===== src/rtl/alu_issue_stage.sv =====
// ALU issue stage: single-entry valid/ready pipe register ahead of execute.
// Optional perf counters (stall_cnt, issue_cnt) when ALU_ISSUE_PERF_EN is defined.
module alu_issue_stage #(
  parameter int XLEN   = 32,
  parameter int REG_AW = 5
) (
  input  logic              clk,
  input  logic              rst,
  input  logic              in_valid,
  output logic              in_ready,
  input  logic [REG_AW-1:0] in_rs1,
  input  logic [REG_AW-1:0] in_rs2,
  input  logic [REG_AW-1:0] in_rd,
  input  logic [XLEN-1:0]   in_rs1_data,
  input  logic [XLEN-1:0]   in_rs2_data,
  input  logic [XLEN-1:0]   in_imm,
  input  logic              in_use_imm,
  input  logic [2:0]        in_funct3,
  input  logic              in_funct7b5,
  input  logic              flush,
  input  logic              mem_fwd_en,
  input  logic [REG_AW-1:0] mem_fwd_rd,
  input  logic [XLEN-1:0]   mem_fwd_data,
  input  logic              wb_fwd_en,
  input  logic [REG_AW-1:0] wb_fwd_rd,
  input  logic [XLEN-1:0]   wb_fwd_data,
  output logic              out_valid,
  input  logic              out_ready,
  output logic [XLEN-1:0]   out_a,
  output logic [XLEN-1:0]   out_b,
  output logic [3:0]        out_alu_op,
  output logic [REG_AW-1:0] out_rd,
  output logic              out_illegal
`ifdef ALU_ISSUE_PERF_EN
  ,
  output logic [31:0]       stall_cnt,
  output logic [31:0]       issue_cnt
`endif
);

  logic              accept;
  logic [XLEN-1:0]   a_d;
  logic [XLEN-1:0]   b_d;
  logic [XLEN-1:0]   a_ref;
  logic [XLEN-1:0]   b_ref;
  logic [3:0]        op_d;
  logic              ill_d;
  logic [REG_AW-1:0] rs1_q;
  logic [REG_AW-1:0] rs2_q;
  logic              imm_q;

  assign in_ready = !out_valid | out_ready;
  assign accept   = in_valid & in_ready;

  // MEM beats WB beats the supplied value; x0 is always zero
  function automatic logic [XLEN-1:0] fwd(
    input logic [REG_AW-1:0] ra,
    input logic [XLEN-1:0]   dflt,
    input logic              m_en,
    input logic [REG_AW-1:0] m_rd,
    input logic [XLEN-1:0]   m_data,
    input logic              w_en,
    input logic [REG_AW-1:0] w_rd,
    input logic [XLEN-1:0]   w_data
  );
    if (ra == '0)
      return '0;
    else if (m_en && m_rd == ra)
      return m_data;
    else if (w_en && w_rd == ra)
      return w_data;
    else
      return dflt;
  endfunction

  // operand select and forwarding for incoming and held ops
  always_comb begin
    a_d = fwd(in_rs1, in_rs1_data,
              mem_fwd_en, mem_fwd_rd, mem_fwd_data,
              wb_fwd_en, wb_fwd_rd, wb_fwd_data);
    b_d = in_imm;
    if (!in_use_imm)
      b_d = fwd(in_rs2, in_rs2_data,
                mem_fwd_en, mem_fwd_rd, mem_fwd_data,
                wb_fwd_en, wb_fwd_rd, wb_fwd_data);
    a_ref = fwd(rs1_q, out_a,
                mem_fwd_en, mem_fwd_rd, mem_fwd_data,
                wb_fwd_en, wb_fwd_rd, wb_fwd_data);
    b_ref = out_b;
    if (!imm_q)
      b_ref = fwd(rs2_q, out_b,
                  mem_fwd_en, mem_fwd_rd, mem_fwd_data,
                  wb_fwd_en, wb_fwd_rd, wb_fwd_data);
  end

  // funct3/funct7b5 to ALU opcode; bad encodings issue as 0000
  always_comb begin
    op_d  = 4'b0000;
    ill_d = 1'b0;
    unique case (in_funct3)
      3'b000: op_d = (in_funct7b5 & !in_use_imm) ? 4'b0001 : 4'b0000;
      3'b001: begin
        op_d  = 4'b0101;
        ill_d = in_funct7b5;
      end
      3'b010: begin
        op_d  = 4'b1000;
        ill_d = in_funct7b5 & !in_use_imm;
      end
      3'b011: begin
        op_d  = 4'b1001;
        ill_d = in_funct7b5 & !in_use_imm;
      end
      3'b100: begin
        op_d  = 4'b0100;
        ill_d = in_funct7b5 & !in_use_imm;
      end
      3'b101: op_d = in_funct7b5 ? 4'b0111 : 4'b0110;
      3'b110: begin
        op_d  = 4'b0011;
        ill_d = in_funct7b5 & !in_use_imm;
      end
      3'b111: begin
        op_d  = 4'b0010;
        ill_d = in_funct7b5 & !in_use_imm;
      end
      default: op_d = 4'b0000;
    endcase
    if (ill_d)
      op_d = 4'b0000;
  end

  // entry state: load on accept, drop on consume/flush, refresh while stalled
  always_ff @(posedge clk or posedge rst) begin
    if (rst) begin
      out_valid   <= 1'b0;
      out_a       <= '0;
      out_b       <= '0;
      out_alu_op  <= 4'b0000;
      out_rd      <= '0;
      out_illegal <= 1'b0;
      rs1_q       <= '0;
      rs2_q       <= '0;
      imm_q       <= 1'b0;
    end else if (flush) begin
      out_valid <= 1'b0;
    end else if (accept) begin
      out_valid   <= 1'b1;
      out_a       <= a_d;
      out_b       <= b_d;
      out_alu_op  <= op_d;
      out_rd      <= in_rd;
      out_illegal <= ill_d;
      rs1_q       <= in_rs1;
      rs2_q       <= in_rs2;
      imm_q       <= in_use_imm;
    end else if (out_valid && out_ready) begin
      out_valid <= 1'b0;
    end else if (out_valid) begin
      out_a <= a_ref;
      out_b <= b_ref;
    end
  end

`ifdef ALU_ISSUE_PERF_EN
  // free-running stall/issue counters, cleared only by reset
  always_ff @(posedge clk or posedge rst) begin
    if (rst) begin
      stall_cnt <= '0;
      issue_cnt <= '0;
    end else begin
      if (out_valid && !out_ready)
        stall_cnt <= stall_cnt + 32'd1;
      if (out_valid && out_ready)
        issue_cnt <= issue_cnt + 32'd1;
    end
  end
`endif

endmodule


===== config.mk =====
export PLATFORM = sky130hd
export DESIGN_NAME = alu_issue_stage
export DESIGN_NICKNAME = d
export VERILOG_FILES = /design/src/rtl/alu_issue_stage.sv
export SDC_FILE = /design/constraint.sdc
export NUM_CORES = 1
export LEC_CHECK = 0
export ABC_AREA = 0
export ABC_CLOCK_PERIOD_IN_PS = 3800
export CAP_MARGIN = 20
export CORE_ASPECT_RATIO = 0.8
export CORE_MARGIN = 2
export CORE_UTILIZATION = 45
export CTS_BUF_LIST = sky130_fd_sc_hd__clkbuf_8
export CTS_CLUSTER_SIZE = 16
export DETAILED_ROUTE_END_ITERATION = 8
export PLACE_DENSITY = 0.79
export SETUP_SLACK_MARGIN = 0.4
export SYNTH_ARGS = -nofsm -noshare
export SYNTH_HDL_FRONTEND = slang
export SYNTH_SLANG_ARGS = --single-unit

===== constraint.sdc =====
create_clock -name clk -period 3.8 [get_ports clk]
set_clock_uncertainty 0.05 [all_clocks]
set_input_delay 0.38 -clock clk [delete_from_list [all_inputs] [get_ports clk]]
set_output_delay 0.38 -clock clk [all_outputs]
set_load 0.03 [all_outputs]

==> results of run 1 <==
[area by class of cell]
cell class	instances	area share (%)
inverters	3	0.139
well taps	189	2.39
flip-flops and latches	86	21.8
clock inverters	7	0.735
repair buffers	295	29.6
clock buffers	9	1.25
multi-input cells	631	44.0
[state kept, by name, indices dropped and copies added, names as in the netlist]
| signal | flops |
|---|---|
| out_alu_op | 4 |
| imm_q | 1 |
| out_illegal | 1 |
| rs1_q | 5 |
| out_valid | 1 |
| out_b | 32 |
| out_rd | 5 |
| out_a | 32 |
| rs2_q | 5 |
[logic make-up after synthesis]
| family | Yosys count | synth area share [%] |
|---|---|---|
| AOI/OAI and AO/OA | 211 | 27.5 |
| xor gates and xnor gates | 41 | 5.26 |
| DFF | 86 | 31.5 |
| muxes | 80 | 12.0 |
| and+or+nand+nor | 299 | 18.0 |
| buffers and inverters | 77 | 5.75 |
[layer usage]
| layer | vias to the layer above | track usage [%] | wire length (um) |
|---|---|---|---|
| met5 | - | 0 | 0 |
| met4 | 0 | 10.4 | 635 |
| met3 | 43 | 6.52 | 2460 |
| met2 | 428 | 49.5 | 11500 |
| met1 | 3537 | 43.3 | 11000 |
| li1 | 3402 | - | - |
[power breakdown]
| group | total (W) | switching, W | internal, W |
|---|---|---|---|
| clock | 0.000698 | 0.000392 | 0.000305 |
| combinational | 0.00200 | 0.00109 | 0.000909 |
| sequential | 0.00135 | 0.000181 | 0.00117 |
| total | 0.00405 | 0.00166 | 0.00238 |
[stage by stage]
| step | cell area, um2 | utilization, % | power (W) |
|---|---|---|---|
| after floorplan | 6830 | - | 0.00241 |
| after global placement | 9680 | 64.9 | 0.00333 |
| after detailed placement | 9680 | 64.9 | 0.00335 |
| after CTS | 9880 | 66.2 | 0.00405 |
| after global routing | 9880 | 66.2 | 0.00424 |
| final | 9880 | 66.2 | 0.00405 |
[worst max path at each step]
stage	start	cells after the start	end
finish	rs1_q[0]	6	out_a[29]
global route	rs1_q[0]	6	out_a[6]
CTS	rs1_q[0]	6	out_a[25]
detailed placement	out_ready	7	out_a[29]
global placement	mem_fwd_rd[0]	9	out_b[31]
floorplan	rst	1	imm_q
[synthesized netlist by cell type, types with 30 or more instances]
library cell,number,area (um2)
nand2_1,136,510
a31oi_1,32,200
o32a_1,32,320
nor2_1,133,499
mux2i_1,64,641
dfrtp_1,86,2150
o21ai_1,33,165
a221oi_2,30,450
xor2_1,30,263
clkbuf_1,40,150
a2bb2oi_1,31,272
a311o_1,32,320
==> results.cfg, run 1 <==
[cts]
ctsHoldBuffers = 0
clk_latency_ns = 0.38
ctsResizeCount = 0
htree_levels = 3
cts_buffers = 9
cts_sinks = 86
clock_path_buffers = 2
clock-root-buffer = clkbuf_8
cts_setup_buffers = 0
clk_pin_slew_worst_paths_ns = 0.09
cts_tree = done

[setup_path]
crit_required_ns = 3.99
regToRegEndpoint = out_a[29]
r2r_slack_ns = 1.06
startpoint_type = register
path_buf_inv = 1
path_class = register to register
reg2reg_depth = 6
cpLargestDelayFamily = compound AO/OA/AOI/OAI gates
slowest_delay_ns = 0.83
critPathSlowestCell = o21ai_4
critPathMaxFanout = 64
worstPathArrival_ns = 2.94
crit_chain = or4_1 > o21ai_4 > o31ai_4 > buf_4 > nand2_1 > o21ai_0
r2r-start = rs1_q[0]
cp-end-kind = register

[synthesis]
synth_edf_count = 0
synth_async_sr_flop_share_pct = 100
syn_area_um2 = 6830
postSynthNetCount = 991
synth_cells = 794
ys_types = 41
ys_ff_latch = 86
synth_warnings = 0
synth_seq_area_share_pct = 31.5
syn_avg_cell_area_um2 = 8.60
synthFlopType = dfrtp_1

[layout]
multi_input_area_um2 = 4350
nFillCells = 1246
syn_to_final_growth_pct = 44.6
drive_above_1_share_pct = 9.89
layout_common_cells = clkdlybuf4s50_1, nand2_1, nor2_1
final_common_cell = clkdlybuf4s50_1
finalNonFillerCells = 1220
seq_area_um2 = 2150
antenna_cells = 0
final_nets = 1223

[power]
ir_drop_mv = 0.212
power_density_nw_per_um2 = 410
p_leak_nw = 3.70

[die]
core_um2 = 14900
start_util_pct = 45.8
dieArea_um2 = 16200
die_h_um = 114
ios = 273
die_x_um = 142
rows = 40

[timing]
setup_viol = 0
tightest_slew_ns = 1.04
fin_crit_sh_pct = 72.2
fin_crit_ns = 2.74
setup_tns_ns = 0
maxSlewHeadroom_pct = 30.5
rsz0062_at_grt = false
setup_slack_ns = 1.06
hold_viol = 0
fmax_mhz = 365
fin_hold_ws_ns = 0.367
slew_viol_final = 0

[placed_design]
hpwl_um = 18300
portBuffers = 272
gp_congestion = 0.918
dp_cells = 1204
place_ws_ns = 0.840

[detailed_routing]
routed_wl_um = 25700
drtPass1Iterations = 5
viasPerCell = 6.07
avgRoutedWirePerCell_um = 21.0
vias = 7410
drt_iter0_drc = 686
drc = 0
postRouteAntennaNets = 0

[run_status]
status = finished, final reports clean

[global_routing]
grt_max_degree = 65
groute.usage.overall_pct = 31.4
grt_pass1_wl_um = 39600
antenna_found_initial = 0
grt.overflow.total = 0
grt_pass1_vias = 7135

[min_path]
hold_class = input port to asynchronous set/reset pin

[flow_run]
maxCapViolCount = 0
Power figures use the tool's default switching activity.
==> run 2: changes to the inputs <==
--- a/config.mk
+++ b/config.mk
@@ -6,15 +6,15 @@
 export NUM_CORES = 1
 export LEC_CHECK = 0
 export ABC_AREA = 0
-export ABC_CLOCK_PERIOD_IN_PS = 3800
+export ABC_CLOCK_PERIOD_IN_PS = 2400
 export CAP_MARGIN = 20
 export CORE_ASPECT_RATIO = 0.8
 export CORE_MARGIN = 2
-export CORE_UTILIZATION = 45
+export CORE_UTILIZATION = 41
 export CTS_BUF_LIST = sky130_fd_sc_hd__clkbuf_8
 export CTS_CLUSTER_SIZE = 16
 export DETAILED_ROUTE_END_ITERATION = 8
-export PLACE_DENSITY = 0.79
+export PLACE_DENSITY = 0.75
 export SETUP_SLACK_MARGIN = 0.4
 export SYNTH_ARGS = -nofsm -noshare
 export SYNTH_HDL_FRONTEND = slang
==> constraint.sdc (replaced) <==
create_clock -name clk -period 2.4 [get_ports clk]
set_clock_uncertainty 0.05 [all_clocks]
set_input_delay 0.24 -clock clk [delete_from_list [all_inputs] [get_ports clk]]
set_output_delay 0.24 -clock clk [all_outputs]
set_load 0.03 [all_outputs]
==> results.cfg, run 2 (same netlist as run 1, synthesis figures left out) <==
[run_status]
status = finished, final reports clean

[global_routing]
groute.usage.overall_pct = 31.1
antenna_found_initial = 1
grt_pass1_vias = 7704
grt_pass1_wl_um = 42800
grt_max_degree = 45
grt.overflow.total = 0

[die]
rows = 42
die_h_um = 119
die_x_um = 148
start_util_pct = 41.5
ios = 273
dieArea_um2 = 17700
core_um2 = 16400

[power]
power_density_nw_per_um2 = 596
ir_drop_mv = 0.463
p_total_w = 0.00673
p_leak_nw = 4.40

[cts]
clock_path_buffers = 2
clock-root-buffer = clkbuf_8
ctsHoldBuffers = 0
clk_pin_slew_worst_paths_ns = 0.10
cts_buffers = 9
clk_latency_ns = 0.39
htree_levels = 3
cts_sinks = 86
cts_tree = done

[placed_design]
hpwl_um = 19100
dp_cells = 1267
gp_congestion = 0.921
portBuffers = 272
place_ws_ns = -0.101
dpl_cell_area_um2 = 10100

[setup_path]
worstPathArrival_ns = 2.43
crit_required_ns = 2.66
startpoint_type = register
critPathMaxFanout = 6
path_class = register to register
cp-end-kind = register

[layout]
syn_to_final_growth_pct = 65.3
reg_top3 = out_a x32, out_b x32
final_nets = 1295
layout_common_cells = clkdlybuf4s50_1, nor2_1, nand2_1
final_cell_area_um2 = 11300
final_common_cell = clkdlybuf4s50_1
drive_above_1_share_pct = 18.1
finalNonFillerCells = 1324

[timing]
maxSlewHeadroom_pct = 68.2
setup_slack_ns = 0.229
tightest_slew_ns = 0.475
fin_crit_sh_pct = 90.5
rsz0062_at_grt = true
fin_crit_ns = 2.17
slew_viol_final = 0
setup_viol = 0
hold_viol = 0
fmax_mhz = 461

[detailed_routing]
drtPass1Iterations = 5
drt_iter0_drc = 792
avgRoutedWirePerCell_um = 22.5
vias = 7884
postRouteAntennaNets = 0
routed_wl_um = 29700
drc = 0
viasPerCell = 5.95

[flow_run]
maxCapViolCount = 0

[min_path]
hold_class = input port to asynchronous set/reset pin
run 2: cell types whose count changed in the layout (fill, tap and decap cells not counted), sizes merged:
cell / previous run / this run
buf: 24 / 87
bufbuf: 0 / 1
clkbuf: 9 / 17
clkdlybuf4s50: 271 / 262
clkinv: 3 / 0
clkinvlp: 2 / 3
diode: 0 / 1
dlygate4sd2: 0 / 1
dlymetal6s2s: 0 / 8
inv: 4 / 6
run 2: path summary, 6_finish.rpt:
| check | startpoint | depth (start not counted) | to | slack (ns) |
|---|---|---|---|---|
| min reg2reg | out_a[30] | 2 | out_a[30] | 0.44 |
| max reg2reg | rs2_q[4] | 9 | out_b[19] | 0.23 |
| min | rst | 2 | out_b[20] | 0.18 |
| max | rs2_q[4] | 9 | out_b[19] | 0.23 |
| min in group clk | in_rs1[0] | 2 | rs1_q[0] | 0.26 |
| max in group asynchronous | rst | 3 | rs2_q[4] | 1.54 |
run 2: worst max-delay path, cell delays in order (launching register included):
cell	delay, ns
dfrtp_2	0.44
buf_6	0.14
xor2_2	0.17
nor4_2	0.30
and3_1	0.23
o311a_4	0.24
buf_12	0.15
clkbuf_16	0.16
nor2_1	0.05
a31oi_1	0.16
run 2: metrics by stage:
| stage | hold WS (ns) | util, % | TNS, ns |
|---|---|---|---|
| 2_1_floorplan | 0.287 | - | 0 |
| 3_3_place_gp | 0.419 | 61.7 | -0.110 |
| 3_5_place_dp | 0.427 | 61.7 | -2.50 |
| 4_1_cts | 0.172 | 65.6 | 0 |
| 5_1_grt | 0.187 | 68.6 | 0 |
| 6_report | 0.176 | 68.6 | 0 |
run 2: area by class of cell:
class	instances	area, um2
clock buffer	9	124
sequential	86	2160
antenna	1	2.50
fill	1278	5160
timing repair buffer	367	4110
multi-input combinational	631	4550
inverter	3	15.0
clock inverter	7	60.1
tap	220	275
run 2: per-layer routing:
layer	routed length [um]	part of all wire, %	global-route usage (%)
met1	12700	43	42.1
met2	13200	44	49.0
met3	3120	11	8.16
met4	707	2.4	9.64
met5	0	0	0
run 2: report_power, final:
part / switching [W] / internal (W)
registers: 0.000290 / 0.00185
logic: 0.00185 / 0.00168
clock network: 0.000590 / 0.000468
total: 0.00273 / 0.00400
run 2: repair_timing:
| action | in CTS | in global routing |
|---|---|---|
| endpoints found under the setup margin | 64 | 64 |
| resized for setup | 32 | 40 |
| cloned | 9 | 10 |
| pin swaps | 11 | 28 |
| setup buffers | 14 | 7 |
==> run 3: changes to the inputs <==
--- a/config.mk
+++ b/config.mk
@@ -7,14 +7,16 @@
 export LEC_CHECK = 0
 export ABC_AREA = 0
 export ABC_CLOCK_PERIOD_IN_PS = 2400
-export CAP_MARGIN = 20
+export CAP_MARGIN = 10
+export CELL_PAD_IN_SITES_DETAIL_PLACEMENT = 1
+export CELL_PAD_IN_SITES_GLOBAL_PLACEMENT = 1
 export CORE_ASPECT_RATIO = 0.8
 export CORE_MARGIN = 2
-export CORE_UTILIZATION = 41
+export CORE_UTILIZATION = 29
 export CTS_BUF_LIST = sky130_fd_sc_hd__clkbuf_8
-export CTS_CLUSTER_SIZE = 16
+export CTS_CLUSTER_SIZE = 8
 export DETAILED_ROUTE_END_ITERATION = 8
-export PLACE_DENSITY = 0.75
+export PLACE_DENSITY = 0.74
 export SETUP_SLACK_MARGIN = 0.4
 export SYNTH_ARGS = -nofsm -noshare
 export SYNTH_HDL_FRONTEND = slang
==> results.cfg, run 3 (same netlist as run 1, synthesis figures left out) <==
[timing]
rsz0062_at_grt = true
setup_slack_ns = 0.245
fin_crit_ns = 2.15
tightest_slew_ns = 0.574
fin_crit_sh_pct = 89.8
slew_viol_final = 0
maxSlewHeadroom_pct = 61.7
fmax_mhz = 464
fin_hold_ws_ns = 0.267
setup_viol = 0
hold_viol = 0

[power]
p_clk_share_pct = 18.4
p_leak_nw = 4.26
power_frac_comb_pct = 50.4
pwr-share-seq_pct = 31.2
p_int_w = 0.00409
power_density_nw_per_um2 = 614
ir_drop_mv = 0.399
p_switching_w = 0.00282
switching_share_pct = 40.8

[layout]
antenna_cells = 0
seq_area_um2 = 2160
layout_common_cells = clkdlybuf4s50_1, nand2_1, nor2_1
final_common_cell = clkdlybuf4s50_1
drive_above_1_share_pct = 18.0
multi_input_area_um2 = 4490
nFillCells = 2648
syn_to_final_growth_pct = 64.6
finalNonFillerCells = 1414
post-route-util_pct = 48.3
reg_top3 = out_a x32, out_b x32
final_nets = 1294

[detailed_routing]
vias = 7778
routed_wl_um = 32600
viasPerCell = 5.50
drt_iter0_drc = 471
postRouteAntennaNets = 0
drc = 0
drtPass1Iterations = 4
avgRoutedWirePerCell_um = 23.1

[placed_design]
dp_cells = 1372
portBuffers = 272
place_ws_ns = -0.178
hpwl_um = 22900
gp_congestion = 0.842

[die]
die_h_um = 141
dieArea_um2 = 24800
rows = 50
start_util_pct = 29.3
die_x_um = 176
ios = 273
core_um2 = 23300

[cts]
clock_path_buffers = 2
cts_sinks = 86
cts_tree = done
cts_buffers = 9
ctsHoldBuffers = 0
clk_pin_slew_worst_paths_ns = 0.11
htree_levels = 3
clock-root-buffer = clkbuf_8
clk_latency_ns = 0.39

[min_path]
hold_class = input port to asynchronous set/reset pin

[setup_path]
startpoint_type = input port
crit_required_ns = 2.65
path_class = input port to register
critPathMaxFanout = 5
worstPathArrival_ns = 2.40
cp-end-kind = register

[global_routing]
groute.usage.overall_pct = 25.7
antenna_found_initial = 1
grt_pass1_wl_um = 49300
grt_max_degree = 87
grt_pass1_vias = 8362
grt.overflow.total = 0

[flow_run]
maxCapViolCount = 0

[run_status]
status = finished, final reports clean
run 3: changes by cell type in the layout (fill, tap and decap cells not counted), moves of 5 or more:
cell / delta
clkbuf_16: -5
nand2_1: +8
dlymetal6s2s_1: -8
buf_6: -7
a2bb2oi_2: +5
dlygate4sd2_1: +8
a2bb2oi_1: -5
buf_4: +8
buf_12: +6
nand2_4: -5
run 3: layer usage:
metal  global-route usage [%]  share of wire (%)
met1                     35.7                 47
met2                     41.5                 45
met3                     4.90                6.2
met4                     5.74                1.2
met5                        0              0.043
run 3: worst paths after layout:
check | from | end | slack, ns | cells past startpoint
worst max-delay path | mem_fwd_rd[3] | out_b[19] | 0.25 | 9
min in group clk | in_rs2[2] | rs2_q[2] | 0.33 | 3
worst min-delay path | rst | out_b[24] | 0.27 | 3
worst max register to register | rs2_q[4] | out_b[19] | 0.25 | 8
max in group asynchronous | rst | out_valid | 1.52 | 3
worst min register to register | out_a[2] | out_a[2] | 0.45 | 2
run 3: power by group through the flow:
| stage | Sequential [W] | Combinational [W] | Clock (W) |
|---|---|---|---|
| final | 0.00215 | 0.00348 | 0.00127 |
| after global routing | 0.00220 | 0.00369 | 0.00136 |
| after CTS | 0.00215 | 0.00342 | 0.00131 |
| after detailed placement | 0.00218 | 0.00330 | 0 |
| after global placement | 0.00217 | 0.00325 | 0 |
| after floorplan | 0.00286 | 0.000956 | 0 |
run 3: critical path: stages:
cell and delay [ns]:
clkdlybuf4s50_1 0.62, xor2_1 0.22, nor4_2 0.07, and3_4 0.22, buf_12 0.14, o311a_4 0.36, buf_12 0.17, clkbuf_16 0.16
a31oi_1 0.20
run 3: what timing repair did:
item,CTS,global route
resized for setup,33,13
pin swaps,12,8
endpoints found under the setup margin,64,64
buffers inserted,18,0
cloned,5,3
run 3: cell type report:
type                       count  share of cell area [%]
clock buffer                   9                    1.10
clock inverter                 7                   0.924
inverter                       3                   0.134
multi-input combinational    631                    40.0
sequential                    86                    19.2
tap                          312                    3.47
timing repair buffer         366                    35.2
run 3: stage by stage:
step	TNS [ns]	power (W)	instance area (um2)
6_report	0	0.00691	11200
5_1_grt	0	0.00725	11200
4_1_cts	0	0.00688	11100
3_5_place_dp	-6.31	0.00548	10500
3_3_place_gp	-3.62	0.00542	10500
2_1_floorplan	0	0.00381	6840
